### config.mk
export PLATFORM = sky130hd
export DESIGN_NAME = serial_add_ctrl
export DESIGN_NICKNAME = d
export VERILOG_FILES = /design/src/rtl/serial_add_pkg.sv /design/src/rtl/serial_add_ctrl_fa_bit.sv /design/src/rtl/serial_add_ctrl.sv
export SDC_FILE = /design/constraint.sdc
export NUM_CORES = 1
export LEC_CHECK = 0
export ABC_AREA = 1
export CAP_MARGIN = 0
export CORE_UTILIZATION = 47
export CTS_CLUSTER_SIZE = 10
export DETAILED_ROUTE_END_ITERATION = 6
export PLACE_DENSITY_LB_ADDON = 0.2
export RECOVER_POWER = 100
export SETUP_SLACK_MARGIN = 0.15
export SYNTH_ARGS = -nofsm -noshare
export SYNTH_HDL_FRONTEND = slang
export SYNTH_SLANG_ARGS = --single-unit
### constraint.sdc
create_clock -name clk -period 4.15 [get_ports clk]
set_clock_uncertainty 0.05 [all_clocks]
set_input_delay 1.245 -clock clk [delete_from_list [all_inputs] [get_ports clk]]
set_output_delay 1.245 -clock clk [all_outputs]
set_load 0.005 [all_outputs]
### src/rtl/serial_add_pkg.sv
`default_nettype none
// ============================================================================
//  Module      : serial_add_pkg
//  Description : Shared FSM state encoding and default operand width for the
//                bit-serial add/subtract controller.
//  Revision    : 1.0 - initial release
// ============================================================================
package serial_add_pkg;

    // Operand/result width used when the instantiating parent does not override it
    localparam int DEFAULT_WIDTH = 32;

    // Controller states: accept in IDLE, one bit per cycle in RUN, hold result in DONE
    typedef enum logic [1:0] {
        IDLE = 2'd0,
        RUN  = 2'd1,
        DONE = 2'd2
    } state_t;

endpackage
`default_nettype wire

### src/rtl/serial_add_ctrl_fa_bit.sv
`default_nettype none
// ============================================================================
//  Module      : FA_Bit
//  Description : Single-bit full adder cell used as the serial datapath.
//  Revision    : 1.0 - initial release
// ============================================================================
module FA_Bit (
    input  logic x,
    input  logic y,
    input  logic cin,
    output logic s,
    output logic cout
);

    // Sum and majority carry of the three input bits
    always_comb begin
        s    = x ^ y ^ cin;
        cout = (x & y) | (x & cin) | (y & cin);
    end

endmodule
`default_nettype wire

### src/rtl/serial_add_ctrl.sv
`default_nettype none
// ============================================================================
//  Module      : serial_add_ctrl
//  Description : Bit-serial add/subtract controller. An accepted operation is
//                processed LSB first, one full-adder cell per cycle, and the
//                result with carry/overflow/zero flags is held until taken.
//  Revision    : 1.0 - initial release
// ============================================================================
module serial_add_ctrl
    import serial_add_pkg::*;
#(
    parameter int WIDTH = DEFAULT_WIDTH
) (
    input  logic             clk,
    input  logic             rst_n,
    input  logic             start_valid,
    output logic             start_ready,
    input  logic [WIDTH-1:0] op_a,
    input  logic [WIDTH-1:0] op_b,
    input  logic             sub,
    output logic             res_valid,
    input  logic             res_ready,
    output logic [WIDTH-1:0] result,
    output logic             carry_out,
    output logic             overflow,
    output logic             zero,
    output logic             busy
);

    localparam int CNT_W = (WIDTH > 1) ? $clog2(WIDTH) : 1;
    localparam logic [CNT_W-1:0] LAST_CNT = CNT_W'(WIDTH - 1);

    state_t             state;
    state_t             state_nxt;
    logic [WIDTH-1:0]   a_sh;
    logic [WIDTH-1:0]   b_sh;
    logic               carry;
    logic [CNT_W-1:0]   count;
    logic               accept;
    logic               last_bit;
    logic               fa_s;
    logic               fa_cout;
    logic [WIDTH-1:0]   result_shifted;

    assign accept         = start_valid & start_ready;
    assign last_bit       = (count == LAST_CNT);
    // Result register after this cycle's sum bit enters from the MSB side
    assign result_shifted = {fa_s, result[WIDTH-1:1]};
    // The carry flop holds the MSB carry-out once RUN has completed
    assign carry_out      = carry;

    FA_Bit u_fa_bit (
        .x    (a_sh[0]),
        .y    (b_sh[0]),
        .cin  (carry),
        .s    (fa_s),
        .cout (fa_cout)
    );

    // State register
    always_ff @(posedge clk or negedge rst_n) begin
        if (!rst_n) begin
            state <= IDLE;
        end else begin
            state <= state_nxt;
        end
    end

    // Next-state and handshake outputs; start_ready is gated so it stays low during reset
    always_comb begin
        state_nxt   = state;
        start_ready = 1'b0;
        res_valid   = 1'b0;
        busy        = 1'b0;
        case (state)
            IDLE: begin
                start_ready = rst_n;
                if (start_valid && rst_n) begin
                    state_nxt = RUN;
                end
            end
            RUN: begin
                busy = 1'b1;
                if (last_bit) begin
                    state_nxt = DONE;
                end
            end
            DONE: begin
                res_valid = 1'b1;
                if (res_ready) begin
                    state_nxt = IDLE;
                end
            end
            default: begin
                state_nxt = IDLE;
            end
        endcase
    end

    // Serial datapath: load on accept, one bit per RUN cycle, flags captured on the MSB cycle
    always_ff @(posedge clk or negedge rst_n) begin
        if (!rst_n) begin
            a_sh     <= '0;
            b_sh     <= '0;
            carry    <= 1'b0;
            count    <= '0;
            result   <= '0;
            overflow <= 1'b0;
            zero     <= 1'b0;
        end else if (accept) begin
            a_sh  <= op_a;
            // Subtraction as A + ~B + 1: invert B and seed the carry with 1
            b_sh  <= sub ? ~op_b : op_b;
            carry <= sub;
            count <= '0;
        end else if (state == RUN) begin
            a_sh   <= a_sh >> 1;
            b_sh   <= b_sh >> 1;
            carry  <= fa_cout;
            count  <= count + CNT_W'(1);
            result <= result_shifted;
            if (last_bit) begin
                // carry still holds the carry into the MSB stage at this point
                overflow <= carry ^ fa_cout;
                zero     <= ~|result_shifted;
            end
        end
    end

endmodule
`default_nettype wire

==> flow_summary.yaml <==
synth:
  synthTopCellsByArea: "dfrtp_1 (53%), nand2_1 (11%), o21ai_1 (8.8%)"
  synthFlopType: "dfrtp_1"
  syn_nets: 648
  synthArstFlopShare: 1.00
  yosys_warnings: 0
  synth_mux_area_frac: 0
  synth_compound_area_frac: 0.148
  syn_avg_cell_area_um2: 8.70
  synth_area_um2: 5010
  synth_top_area_cell: "dfrtp_1"
  synth_most_common_cell: "nand2_1"
  synthAdderAreaFrac: 0.00898
  synth_cell_type_count: 30
  synth_top_family_by_area: "simple AND/OR/NAND/NOR gates"
  synth_xor_area_frac: 0.0576
  yosys.area_share.simple: 0.165
  synth_top_area_share: 0.529
  synth_common_cells: "nand2_1 (141), dfrtp_1 (106), o21ai_1 (88)"
  syn_inst: 576
  synth_seq_area_share: 0.529
  ys_seq_elements: 106
  synth_edf_count: 0
sta:
  setup_viol: 0
  report.final.slew_viol_count: 0
  slew_headroom: 0.0711
  tightest_slew_ns: 1.39
  rsz0062_at_grt: "false"
  period_needed_ns: 3.50
  period_share: 0.844
  fin_ws_ns: 0.649
  hold_viol_final: 0
  fin_tns_setup_ns: 0
  max_freq_mhz: 286
worst_setup_path:
  endpoint_kind: "output port"
  cp_slowest_cell: "dlygate4sd3_1"
  path_cells: "clkbuf_1 > inv_1 > nor2_1 > dlygate4sd3_1"
  crit_arrival_ns: 2.21
  timing.rr.end: "b_sh[25]$_DFFE_PN0P_"
  crit_fanout: 2
  timing_worst_setup_path_type: "input pin to output port"
  cp-start-kind: "input pin"
  crit_required_ns: 2.85
  cp_num_buf_inv: 3
  slowest_delay_ns: 0.59
  worstReg2RegStart: "state[0]$_DFFE_PN0P_"
  critPathTopFamily: "buffers and inverters"
  ff2ff_path_depth: 4
  reg2reg_setup_slack_ns: 1.58
die:
  ios: 107
  rows: 37
  die_w_um: 105
  die-area_um2: 11100
  start_util: 0.486
  die_h_um: 105
  core_um2: 10300
final_layout:
  fin_nets: 737
  stdcell_count: 805
  n_fill_cell: 919
  drive_above_1_share: 0.0389
  areaGrowthSynthToFinish_pct: 24.7
  final_cell_area_um2: 6250
  antennaDiodeCount: 0
power:
  switching_share: 0.370
  p_comb_frac: 0.399
  p_leak_nw: 2.93
  intPower_mw: 2.62
  p_total_mw: 4.16
  ir_drop_uv: 293
  p_sw_mw: 1.54
  clkPwrFrac: 0.184
  seq_power_share: 0.417
  pwr_density_cell_nw_per_um2: 666
placed_design:
  placed_area_um2: 6050
  dp_slack_ns: 0.774
  place_congestion: 0.734
  place_inst: 790
  dpl.hpwl_um: 6810
  port_buffers: 106
drt:
  wl_per_cell_um: 12.9
  drt_iter0_markers: 196
  ant_nets: 0
  vias: 3961
  vias_per_cell: 4.92
  drc: 0
  routed_wl_um: 10400
  first_pass_iters: 4
clocking:
  cts-resized-gates: 0
  numCtsBuffers: 9
  holdBufCountCts: 0
  clockBufferDepth: 2
  cts_tree: "built"
  root_buffer: "clkbuf_8"
  clk_pin_slew_ns: 0.09
  clkLatencyLatePin_ns: 0.36
  htreeDepth: 3
  post-cts-setup-buffers: 0
  cts.sinks: 106
global_routing:
  track_usage: 0.198
  antenna_found_initial: 0
  grt_max_degree: 75
  grt_pass1_vias: 3756
  grt-ovfl-total: 0
  grt_pass1_wl_um: 17600
min_path:
  hold_path.class: "flop to flop"
  hold_end: "overflow$_DFFE_PN0P_"
  min_from: "overflow$_DFFE_PN0P_"
  hold_path_depth: 2
run:
  drv_cap: 0
run_status:
  outcome: "finished clean"
-- layer usage --
layer,global-route usage,part of all wire,up-vias
li1,-,-,2011
met1,0.269,0.46,1863
met2,0.319,0.48,81
met3,0.0421,0.043,6
met4,0.0624,0.0089,0
met5,0,0,-
-- worst max-delay path by stage --
stage / from / to / slack [ns] / depth (start not counted)
after global placement: rst_n / start_ready / 0.75 / 4
after CTS: rst_n / start_ready / 0.76 / 4
after floorplan: rst_n / start_ready / 1.48 / 2
after global routing: rst_n / start_ready / 0.57 / 4
final: rst_n / start_ready / 0.65 / 4
after detailed placement: rst_n / start_ready / 0.77 / 4
-- worst min-delay path, cell delays in order, from the launching register on --
cell and delay, ns:
dfrtp_1 0.35, nand2_1 0.05, o21ai_0 0.06
-- stage by stage --
step / hold WS, ns / utilization
finish: 0.435 / 0.606
CTS: 0.443 / 0.610
global route: 0.457 / 0.606
global placement: 0.401 / 0.586
detailed placement: 0.419 / 0.586
floorplan: 0.383 / -
-- power groups by stage --
stage / Sequential, mW / Combinational [mW] / Clock, mW
after floorplan: 1.72 / 1.25 / 0
after global placement: 1.75 / 1.73 / 0
after detailed placement: 1.76 / 1.78 / 0
after CTS: 1.75 / 1.79 / 0.786
after global routing: 1.80 / 1.91 / 0.828
final: 1.74 / 1.66 / 0.766
-- final cells by class --
| class | count | area, um2 | area share |
|---|---|---|---|
| multi-input cells | 377 | 1870 | 0.299 |
| flip-flops and latches | 106 | 2650 | 0.424 |
| inverters | 59 | 223 | 0.0356 |
| well taps | 136 | 170 | 0.0272 |
| repair buffers | 112 | 1090 | 0.174 |
| clock inverters | 4 | 98.8 | 0.0158 |
| clock buffers | 11 | 151 | 0.0242 |
-- flip-flops by register name, summed over array words and instances, names as in the netlist --
name / cells
a_sh: 32
zero: 1
carry_out: 1
result: 32
b_sh: 32
overflow: 1
count: 5
state: 2
-- cell usage in the layout (no fill, tap or decap), types with 2 or more instances in the layout --
cell	Yosys	routed
xnor2_1	2	2
inv_1	56	57
xor2_1	31	31
ha_1	2	2
clkbuf_2	1	2
o211ai_1	2	3
bufinv_16	0	3
clkdlybuf4s50_1	0	66
nor2_1	22	23
o21ai_0	41	69
o21ai_1	88	60
clkbuf_8	0	11
nand2_1	141	143
buf_4	7	4
a21oi_1	2	2
nand3_1	32	32
dlygate4sd3_1	0	38
dfrtp_1	106	106
a22o_1	3	3
-- cell families (layout without fill, tap and decap cells) --
family | Yosys count | in the layout
AND/OR/NAND/NOR | 200 | 200
adder cells (fa/ha/maj) | 3 | 3
XOR/XNOR | 33 | 33
AO/OA/AOI/OAI | 141 | 141
flip-flops | 106 | 106
buffers and inverters | 93 | 186
No activity file was read; power rests on OpenSTA's default activity.
